$ cat src/rtl/sprite_blitter.sv
// Chip-8 framebuffer writer: XOR sprite draw with collision detect (DRW) and full clear (CLS)
// against a 512x16 synchronous framebuffer RAM; sprite bytes fetched over a req/ack port.
module sprite_blitter (
  input  logic        clk,
  input  logic        res,
  input  logic        start,
  input  logic        cls,
  input  logic        hires,
  input  logic [6:0]  x,
  input  logic [5:0]  y,
  input  logic [3:0]  n,
  input  logic [11:0] spriteAddr,
  output logic [11:0] memAddr,
  output logic        memReq,
  input  logic        memAck,
  input  logic [7:0]  memData,
  output logic [8:0]  fbAddr,
  output logic        fbWe,
  output logic [15:0] fbWrData,
  input  logic [15:0] fbRdData,
  output logic        busy,
  output logic        done,
  output logic        collision
);

  typedef enum logic [3:0] {
    IDLE, CLEAR, FETCH, RD0, WR0, RD1, WR1, NEXTROW, DONE
  } state_t;

  state_t      state_q, state_d;
  logic        hires_q, hires_d;
  logic        wide_q, wide_d;
  logic [6:0]  xw_q, xw_d;
  logic [5:0]  yw_q, yw_d;
  logic [4:0]  rows_q, rows_d;
  logic [11:0] base_q, base_d;
  logic [4:0]  row_q, row_d;
  logic [15:0] spr_q, spr_d;
  logic        hi_done_q, hi_done_d;
  logic [8:0]  clr_q, clr_d;
  logic        coll_q, coll_d;

  logic [15:0] spr_new;
  logic [31:0] shift_cur, shift_new;
  logic [15:0] mask0, mask1, new_mask0, new_mask1;
  logic        right_clip;
  logic [5:0]  row_y;
  logic [8:0]  word0, word1;
  logic [4:0]  row_inc;
  logic [6:0]  y_inc, height;
  logic        row_last;
  logic [11:0] fetch_addr;

  always_ff @(posedge clk or posedge res) begin
    if (res) begin
      state_q   <= IDLE;
      hires_q   <= 1'b0;
      wide_q    <= 1'b0;
      xw_q      <= '0;
      yw_q      <= '0;
      rows_q    <= '0;
      base_q    <= '0;
      row_q     <= '0;
      spr_q     <= '0;
      hi_done_q <= 1'b0;
      clr_q     <= '0;
      coll_q    <= 1'b0;
    end else begin
      state_q   <= state_d;
      hires_q   <= hires_d;
      wide_q    <= wide_d;
      xw_q      <= xw_d;
      yw_q      <= yw_d;
      rows_q    <= rows_d;
      base_q    <= base_d;
      row_q     <= row_d;
      spr_q     <= spr_d;
      hi_done_q <= hi_done_d;
      clr_q     <= clr_d;
      coll_q    <= coll_d;
    end
  end

  // Row data as it will look once the byte on memData is captured; lets FETCH pick
  // the first word pass without spending a cycle on the freshly stored row.
  always_comb begin
    spr_new    = wide_q ? {spr_q[15:8], memData} : {memData, 8'h00};
    shift_cur  = {spr_q, 16'h0000} >> xw_q[3:0];
    shift_new  = {spr_new, 16'h0000} >> xw_q[3:0];
    mask0      = shift_cur[31:16];
    mask1      = shift_cur[15:0];
    new_mask0  = shift_new[31:16];
    new_mask1  = shift_new[15:0];
    right_clip = hires_q ? (xw_q[6:4] == 3'd7) : (xw_q[5:4] == 2'd3);
    row_y      = yw_q + {1'b0, row_q};
    word0      = hires_q ? ({row_y, 3'b000} + {6'b0, xw_q[6:4]})
                         : ({2'b00, row_y[4:0], 2'b00} + {7'b0, xw_q[5:4]});
    word1      = word0 + 9'd1;
    row_inc    = row_q + 5'd1;
    y_inc      = {1'b0, yw_q} + {2'b00, row_inc};
    height     = hires_q ? 7'd64 : 7'd32;
    row_last   = (row_inc >= rows_q) || (y_inc >= height);
    fetch_addr = wide_q ? (base_q + {6'b0, row_q, 1'b0} + {11'b0, hi_done_q})
                        : (base_q + {7'b0, row_q});
  end

  always_comb begin
    state_d   = state_q;
    hires_d   = hires_q;
    wide_d    = wide_q;
    xw_d      = xw_q;
    yw_d      = yw_q;
    rows_d    = rows_q;
    base_d    = base_q;
    row_d     = row_q;
    spr_d     = spr_q;
    hi_done_d = hi_done_q;
    clr_d     = clr_q;
    coll_d    = coll_q;
    memAddr   = '0;
    memReq    = 1'b0;
    fbAddr    = '0;
    fbWe      = 1'b0;
    fbWrData  = '0;
    busy      = (state_q != IDLE) && (state_q != DONE);
    done      = (state_q == DONE);
    collision = coll_q;

    unique case (state_q)
      IDLE: begin
        if (cls) begin
          clr_d   = '0;
          coll_d  = 1'b0;
          state_d = CLEAR;
        end else if (start) begin
          hires_d   = hires;
          wide_d    = hires && (n == 4'd0);
          xw_d      = hires ? x : {1'b0, x[5:0]};
          yw_d      = hires ? y : {1'b0, y[4:0]};
          rows_d    = (hires && (n == 4'd0)) ? 5'd16 : {1'b0, n};
          base_d    = spriteAddr;
          row_d     = '0;
          hi_done_d = 1'b0;
          coll_d    = 1'b0;
          state_d   = (!hires && (n == 4'd0)) ? NEXTROW : FETCH;
        end
      end
      CLEAR: begin
        fbAddr = clr_q;
        fbWe   = 1'b1;
        clr_d  = clr_q + 9'd1;
        if (clr_q == 9'd511) state_d = DONE;
      end
      FETCH: begin
        memReq  = 1'b1;
        memAddr = fetch_addr;
        if (memAck) begin
          if (wide_q && !hi_done_q) begin
            spr_d     = {memData, 8'h00};
            hi_done_d = 1'b1;
          end else begin
            spr_d     = spr_new;
            hi_done_d = 1'b0;
            if (new_mask0 != 16'h0)                    state_d = RD0;
            else if (new_mask1 != 16'h0 && !right_clip) state_d = RD1;
            else                                        state_d = NEXTROW;
          end
        end
      end
      RD0: begin
        fbAddr  = word0;
        state_d = WR0;
      end
      WR0: begin
        fbAddr   = word0;
        fbWe     = 1'b1;
        fbWrData = fbRdData ^ mask0;
        coll_d   = coll_q | (|(fbRdData & mask0));
        if (mask1 != 16'h0 && !right_clip) begin
          state_d = RD1;
        end else begin
          row_d   = row_inc;
          state_d = row_last ? DONE : FETCH;
        end
      end
      RD1: begin
        fbAddr  = word1;
        state_d = WR1;
      end
      WR1: begin
        fbAddr   = word1;
        fbWe     = 1'b1;
        fbWrData = fbRdData ^ mask1;
        coll_d   = coll_q | (|(fbRdData & mask1));
        row_d    = row_inc;
        state_d  = row_last ? DONE : FETCH;
      end
      NEXTROW: begin
        row_d   = row_inc;
        state_d = row_last ? DONE : FETCH;
      end
      DONE:    state_d = IDLE;
      default: state_d = IDLE;
    endcase
  end

endmodule

$ cat config.mk
export PLATFORM = sky130hd
export DESIGN_NAME = sprite_blitter
export DESIGN_NICKNAME = d
export VERILOG_FILES = /design/src/rtl/sprite_blitter.sv
export SDC_FILE = /design/constraint.sdc
export NUM_CORES = 1
export LEC_CHECK = 0
export ABC_AREA = 1
export CORE_ASPECT_RATIO = 0.6
export CORE_UTILIZATION = 40
export CTS_BUF_LIST = sky130_fd_sc_hd__clkbuf_8 sky130_fd_sc_hd__clkbuf_16
export CTS_CLUSTER_SIZE = 25
export DETAILED_ROUTE_END_ITERATION = 16
export GPL_ROUTABILITY_DRIVEN = 0
export PLACE_DENSITY = 0.64
export SYNTH_ARGS = -nofsm -noshare
export SYNTH_HDL_FRONTEND = slang
export SYNTH_SLANG_ARGS = --single-unit
$ cat constraint.sdc
create_clock -name clk -period 2.7 [get_ports clk]
set_input_delay 0.27 -clock clk [delete_from_list [all_inputs] [get_ports clk]]
set_output_delay 0.27 -clock clk [all_outputs]
set_load 0.01 [all_outputs]
======== Word-level counts from Yosys, hierarchy flattened ========
Index checks and enable logic that the tools add are counted.
cells by class
  magnitude comparators ................... 2
  bitwise operators ....................... 7
  equal/unequal tests ..................... 20
  div/mod/pow operators ................... 0
  add/sub/neg operators ................... 10
  reductions and logical operators ........ 33
  muxes and demuxes ....................... 38
  multiply operators ...................... 0
  shift operators ......................... 2
operator list
  operator             number
  $shr 32x4->32        2
  $reduce_bool 16->1   3
  $and 16x16->16       2
  $mux 16              2
  $pmux 16 s2          1
  $reduce_or 16->1     2
  $xor 16x16->16       2
  $mux 4               7
  $pmux 4 s7           1
  $pmux 9 s3           1
  $mux 12              2
  $mux 5               4
  $add 9x1->9 const B  2
  $mux 9               2
  $pmux 9 s2           1
  $eq 4x3->1 const B   4
  $pmux 5 s3           1
  $mux 7               2
  $ne 2x2->1 const B   7
  $add 12x1->12        1
  $add 12x5->12        1
  $add 12x6->12        1
  $reduce_and 4->1     3
  $add 9x3->9          1
  other kinds (33)     57
storage, ports and cells
  word-level logic and storage cells ...... 124
  memories ................................ 0
  bits in writable memories ............... 0
  input port bits ......................... 59
  bits in latches ......................... 0
  memory bits (read-only) ................. 0
  register bits after elaboration ......... 68
  output and inout bits ................... 42

======== Logic depth before layout (Yosys ltp) ========
Gate-level depths: netlist of run 1.
  depth in word-level cells ............... 9
  mapped depth ............................ 20
  mapped depth without buffers ............ 20

======== Least setup slack after synthesis of run 1 ========
Ideal clock, no wire load.
  kind .................................... register -> register
  start ................................... reg row_q[1]
  end ..................................... reg state_q[1]
  path slack .............................. -0.147 ns
  stages on the path, launching flop included .. 21
  setup time .............................. 0.116 ns
  clock period less this slack ............ 2.847 ns
  data required time ...................... 2.584 ns
  arrival ................................. 2.730 ns
  path buffers ............................ 0
  path through ............................ dfrtp_1 > ha_1 > xor2_1 > ha_1 > a21oi_1 > nand2_1 > a21oi_1 > o21ai_0 > xor2_1 > ha_1 > inv_1 > nor3_1 > nand2_1 > nand2_1 > nor2_1 > nand3_1 > nand2_1 > inv_1 > nand2_1 > nand2_1 > nand2_1
between the ends
  longest elaborated chain between the ends .. 7
  elaborated cells between the ends (all ways) .. 8
  those cells by class .................... add/sub (2); order compare (2); mux (3); reduce/logical (1)
ends and longest elaborated chain
  item                    RTL line       RTL
  start, declared         37             logic [4:0] row_q, row_d;
  start signal, assigned  76             row_q <= row_d;
  $add 5x1->5 (*)         99             row_inc = row_q + 5'd1;
  $add 6x5->7             100            y_inc = {1'b0, yw_q} + {2'b00, row_inc};
  $ge 7x7->1              102            row_last = (row_inc >= rows_q) || (y_inc >= height);
  $logic_or 1x1->1 (*)    102
  $mux 4 (*)              183, 196, 200
  $mux 4                  179            if (mask1 != 16'h0 && !right_clip) begin
  $pmux 4 s7 (*)          129            unique case (state_q)
  end signal, assigned    69             state_q <= state_d;
  end, declared           30             state_t state_q, state_d;
Mark *: on every way between the ends. The rest lies on a longest branch, timed or not.
A chain may end at the register's enable or synchronous reset.

======== Worst setup path after layout of run 1 ========
  start ................................... reg row_q[0]
  end ..................................... reg state_q[3]
Same word-level chain as after synthesis.

==> metrics.txt, run 1 <==
worst slew pin tran=around 0.43 ns; drt wl/cell=15.9 microns; Syn. warnings=0; worst rel slew slack=a little under three quarters; CP dominant cell by count=nand2_1; final wirelength=24400 microns; via count of the first global-routing pass=7305; syn nets=roughly 1200; # setup viols final=13; Port Buffers=100; Hold Slack=~0.24 ns; worst vdd ir=0.553 mV; worst r2r path cells=19; FF+latch count, synth=67; worst hold path class=input pin to asynchronous set/reset pin; max-slew violations=0; MaxCap Viol Count=0; DRC viols=0; CP max stage delay=0.43 ns; area leader, netlist=dfrtp_1; LEAKAGE=around 4.8 nW; number of diodes=0; Post-Syn Area per Cell=just over 6 sq um; Root Driver=clkbuf_16; non-filler cells in the finished layout=~1500; DR vias/cell=5.35; Die Y=104 microns; CP arrival=3.22 ns; core area=0.0166 sq mm; final hold vios=0; CP Cell Sequence=buf_8 > ha_4 > xor2_4 > ha_4 > a21oi_4 > nand2_1 > a21oi_2 > o21ai_2 > xor2_1 > ha_1 > inv_1 > nor3_2 > nand2_1 > nand2_1 > nor2_2 > buf_4 > inv_2 > nand2_2 > a21oi_2; PD cells=approximately 1200 mW/mm^2; Netlist cell types=50; number of cells on the critical path=19; number of synthesized flops with an enable pin=0; final worst path period share=109%; vias=8250; I/O Pins=101; setup slack after layout=-0.243 ns; drt initial violations=743; Gate Count Post-Synth=1112; TritonCTS buffer count=9; register area share after synthesis=24.2%; CP Class=flip-flop to flip-flop; Yosys top cell area share=roughly 24%; # hold bufs at CTS=0; Rows=36; Cell Area, Synth=0.00691 sq mm; H-tree depth=3; CTS tree=done; outcome=finished with violations; Worst-Skew Late Latency=0.34 ns; worst path buffer plus inverter count=4; drt pass-1 iters=5; Post-DP HPWL=18500 microns; skew final=0.00902 ns; placed cells=1487; clk slew on worst S/H paths=~0.06 ns; layout cells sized above 1=roughly a quarter; Die Wd=around 170 microns; fin nets=1405; clk sink count=67; initial antenna violation count=0; RSZ-0062 raised after global routing=true; most frequent cell after synthesis=nand2_1; initial core utilization=41.7%; dominant synthesized flop cell=dfrtp_1; worst-path maximum fanout=6; asr flop ratio synth=100%; Top delay family on crit path=adder cells; top cells by area, synth=dfrtp_1 (24%), nand2_1 (18%), nand3_1 (10%); fin crit period=2.94 ns; grt ovf=0; die area=between 0.015 and 0.02 sq mm; Max clock buf depth=2; CP endpoint kind=flip-flop; antenna-violating nets left=0; failing checks=setup timing; pre-CTS setup slack=-0.363 ns; Worst Setup Start Kind=flip-flop; top cells by count, synth=nand2_1 (330), nand3_1 (141), inv_1 (117), o21ai_0 (100), nor2_1 (79); P&R area growth vs syn=43.1%; largest net degree at the start of global routing=35; Slowest cell on crit path=dfrtp_2; f_max=340 MHz; Tot Pwr=between 10 and 15 mW; first-pass GRT wire length=38300 microns; Critical Path RT=2.98 ns; GRT Overall Usage=27.4%
-- through the flow --
stage | utilization [%] | instance area, sq um | TNS, ns
6_report | 59.7 | 9890 | -1.87
5_1_grt | 59.7 | 9890 | -3.95
4_1_cts | 56.3 | 9330 | -1.42
3_5_place_dp | 52.6 | 8720 | -2.59
3_3_place_gp | 52.6 | 8720 | -2.04
2_1_floorplan | - | 6940 | 0
-- worst paths after layout --
path | slack (ns) | endpoint | from
worst max-delay path | -0.24 | state_q[3] | row_q[0]
worst min-delay path | 0.24 | base_q[0] | res
worst max register to register | -0.24 | state_q[3] | row_q[0]
worst min register to register | 0.51 | rows_q[0] | rows_q[0]
max in group asynchronous | 1.81 | xw_q[0] | res
min in group clk | 0.47 | yw_q[2] | y[2]
-- repair_timing --
| action | 4_1_cts | 5_1_grt |
|---|---|---|
| gates cloned | 0 | 1 |
| setup endpoints to repair | 36 | 31 |
| pin swaps | 25 | 37 |
| gates resized for setup | 145 | 131 |
| buffers inserted | 22 | 19 |
-- metal layers --
| layer | GRT usage (%) | share of wire (%) | up-vias |
|---|---|---|---|
| li1 | - | - | 4095 |
| met3 | 6.84 | 9.7 | 23 |
| met1 | 45.0 | 52 | 3812 |
| met5 | 0 | 0 | - |
| met4 | 3.41 | 0.75 | 0 |
| met2 | 35.4 | 38 | 320 |
-- layout make-up --
| type | instances | area (sq um) |
|---|---|---|
| Fill cell | 1591 | 6690 |
| Timing Repair Buffer | 231 | 2030 |
| Tap cell | 228 | 285 |
| Clock inverter | 7 | 70.1 |
| Clock buffer | 9 | 225 |
| Multi-Input combinational cell | 876 | 5110 |
| Inverter | 124 | 487 |
| Sequential cell | 67 | 1680 |
-- cell usage in the layout, fill, tap and decap left out, types with 5 or more instances in the layout --
master	n
a21oi_1	43
a21oi_2	14
buf_12	8
buf_2	12
buf_4	112
buf_6	9
clkbuf_16	10
clkbuf_2	10
clkdlybuf4s50_1	64
dfrtp_1	61
dfrtp_2	6
dlygate4sd2_1	10
ha_1	23
ha_4	10
inv_1	111
inv_2	10
nand2_1	312
nand2_2	29
nand3_1	121
nand3_2	34
nand4_1	11
nor2_1	67
nor2_2	10
nor2_4	5
nor3_1	8
nor3_2	5
o211ai_1	10
o21ai_0	66
o21ai_1	23
o21ai_2	14
o22ai_1	7
xnor2_1	5
-- report_power, final --
| group | switching, mW | leakage (nW) | total (mW) | internal (mW) |
|---|---|---|---|---|
| registers | 0.461 | 0.855 | 1.89 | 1.43 |
| logic | 5.19 | 3.84 | 8.79 | 3.61 |
| clock network | 0.493 | 0.151 | 1.21 | 0.713 |
| total | 6.14 | 4.84 | 11.9 | 5.75 |
-- state kept, by name, indices dropped and copies added, names as in the netlist --
| register | count |
|---|---|
| hires_q | 1 |
| spr_q | 16 |
| rows_q | 4 |
| state_q | 4 |
| base_q | 12 |
| hi_done_q | 1 |
| clr_q | 9 |
| yw_q | 6 |
| row_q | 5 |
| wide_q | 1 |
| collision | 1 |
| xw_q | 7 |
-- kinds of logic after synthesis --
| group | synth area share [%] |
|---|---|
| flip-flops | 24.2 |
| XOR/XNOR | 1.39 |
| adder cells (fa/ha/maj) | 7.13 |
| buffers and inverters | 10.7 |
| AND/OR/NAND/NOR | 39.7 |
| AO/OA/AOI/OAI | 16.8 |
Power figures use the tool's default switching activity.
==> run 2, diff against run 1 <==
--- a/config.mk
+++ b/config.mk
@@ -7,12 +7,12 @@
 export LEC_CHECK = 0
 export ABC_AREA = 1
 export CORE_ASPECT_RATIO = 0.6
-export CORE_UTILIZATION = 40
+export CORE_UTILIZATION = 51
 export CTS_BUF_LIST = sky130_fd_sc_hd__clkbuf_8 sky130_fd_sc_hd__clkbuf_16
 export CTS_CLUSTER_SIZE = 25
 export DETAILED_ROUTE_END_ITERATION = 16
 export GPL_ROUTABILITY_DRIVEN = 0
-export PLACE_DENSITY = 0.64
+export PLACE_DENSITY = 0.79
 export SYNTH_ARGS = -nofsm -noshare
 export SYNTH_HDL_FRONTEND = slang
 export SYNTH_SLANG_ARGS = --single-unit
==> run 2 against run 1 <==
  * The flow finishes with violations (DRC, setup timing)
  * Clock-buffer cell count is 2 higher
  * Critical path depth grew 2
  * Maximum frequency is 1.3% lower
  * Sequential cell count stayed put
  * Clock power shrank 9%
  * Die area down 21%
  * Largest cell class unchanged
  * Core utilization rose by 12 points
  * Worst setup slack worse by 0.039 ns
  * Sequential share of layout area rose by 1.0 points
  * Final cell count shrank 5.9%
  * Design area decreased by 5.7%
==> metrics.txt, run 2 (synthesized netlist as in run 1, its figures left out) <==
number of diodes=0; setup slack after layout=-0.283 ns; DR vias/cell=a little under 6; Setup crit end=state_q[1]; Worst Setup Start Kind=flip-flop; fin nets=1374; Root Driver=clkbuf_16; final hold vios=0; # setup viols final=11; clk slew on worst S/H paths=~0.060 ns; initial core utilization=53.1%; die area=0.0140 sq mm; worst r2r path cells=21; largest net degree at the start of global routing=39; worst vdd ir=roughly 0.56 mV; final wirelength=24200 microns; core area=0.0130 sq mm; Worst-Skew Late Latency=between 0.3 and 0.4 ns; commonest cells after routing, fill and taps aside=nand2_1 (316), nand3_1 (138), inv_1 (110); final worst path period share=110%; worst flop-to-flop path startpoint=row_q[0]; Die Wd=152 microns; GRT Overall Usage=33.9%; worst-path maximum fanout=6; flop2flop setup slack=-0.28 ns; first-pass GRT wire length=37800 microns; antenna-violating nets left=0; drt wl/cell=16.7 microns; reg-to-reg endpoint=state_q[1]; via count of the first global-routing pass=7527; worst hold path class=input pin to asynchronous set/reset pin; drt pass-1 iters=11; number of fill cells in the layout=1043; drt initial violations=971; PD cells=~1200 mW/mm^2; initial antenna violation count=0; Regs by FF count=spr_q x16, base_q x12, clr_q x9; H-tree depth=3; max reg flops=16; skew final=around 0.0050 ns; failing checks=DRC, setup timing; Critical Path RT=2.92 ns; P&R area growth vs syn=34.9%; Post-DP HPWL=17400 microns; fin util=71.7%; max-slew violations=0; CTS tree=done; Port Buffers=100; outcome=finished with violations; Max clock buf depth=2; grt ovf=0; CP arrival=3.21 ns; vias=about 8400; layout cells sized above 1=20.6%; TritonCTS buffer count=9; worst slew pin tran=0.464 ns; Die Y=around 92 microns; fin crit period=approximately 3.0 ns; DRC viols=4; worst rel slew slack=69.1%; # hold bufs at CTS=0; commonest non-fill, non-tap cell in the layout=nand2_1; I/O Pins=101; CP Class=flip-flop to flip-flop; RSZ-0062 raised after global routing=true; largest reg by FF count=spr_q; Rows=32; LEAKAGE=4.61 nW; Critical Path Source=row_q[0]; CP endpoint kind=flip-flop; multi-input logic area=0.00493 sq mm; Reg area=0.00168 sq mm; f_max=between 300 and 400 MHz; MaxCap Viol Count=0; Tot Pwr=~11 mW; clk sink count=67
[run 2: critical path, cell delays in order, from the launching register on]
cell     delay (ns)
dfrtp_2        0.42
buf_8          0.14
ha_4           0.17
xor2_4         0.21
ha_4           0.25
a21oi_4        0.16
nand2_2        0.10
a21oi_2        0.15
o21ai_2        0.07
xor2_1         0.15
ha_1           0.29
inv_1          0.05
nor3_2         0.15
nand2_1        0.09
nand2_2        0.11
nor2_4         0.05
nand3_2        0.06
nand2_1        0.05
inv_1          0.04
nand2_1        0.05
nand2_1        0.06
nand2_1        0.04
[run 2: what timing repair did]
item                                    CTS  global route
resized for setup                       124            95
endpoints found under the setup margin   35            34
setup buffers                            13            10
pin swaps                                21            20
gates cloned                              0             1
[run 2: where the power goes]
part / total (mW) / internal (mW) / switching (mW)
clock network: 1.10 / 0.656 / 0.444
logic: 8.33 / 3.26 / 5.07
registers: 1.88 / 1.43 / 0.451
[run 2: how the worst min path moves through the flow]
stage,start,end,slack [ns],cells past startpoint
6_report,res,base_q[1],0.26,2
3_5_place_dp,rows_q[0],rows_q[0],0.48,2
4_1_cts,res,spr_q[8],0.26,2
5_1_grt,res,base_q[4],0.29,2
2_1_floorplan,n[0],rows_q[0],0.39,2
3_3_place_gp,rows_q[0],rows_q[0],0.47,2
[run 2: metal layers]
metal  vias up  GRT usage, %  share of wire, %
met2       507          47.2                40
met3        39          7.66                12
met4         0          7.65               1.4
li1       4052             -                 -
met5         -             0                 0
met1      3814          52.0                47
[run 2: layout make-up]
type                    count  area share, %
clock buffers              11           2.71
clock inverters             3          0.161
inverters                 124           5.17
multi-input cells         876           52.9
flip-flops and latches     67           18.0
well taps                 170           2.28
repair buffers            200           18.8
[run 2: per-stage QoR]
| stage | worst slack (ns) | cell area, sq um | setup TNS, ns | hold WS (ns) | instances |
|---|---|---|---|---|---|
| finish | -0.283 | 9330 | -1.44 | 0.259 | 1451 |
| global route | -0.395 | 9330 | -3.15 | 0.289 | 1451 |
| CTS | -0.257 | 9030 | -1.57 | 0.263 | 1441 |
| detailed placement | -0.320 | 8540 | -2.50 | 0.477 | 1414 |
| global placement | -0.278 | 8540 | -1.71 | 0.468 | 1414 |
| floorplan | 0.0142 | 6940 | 0 | 0.387 | 1112 |
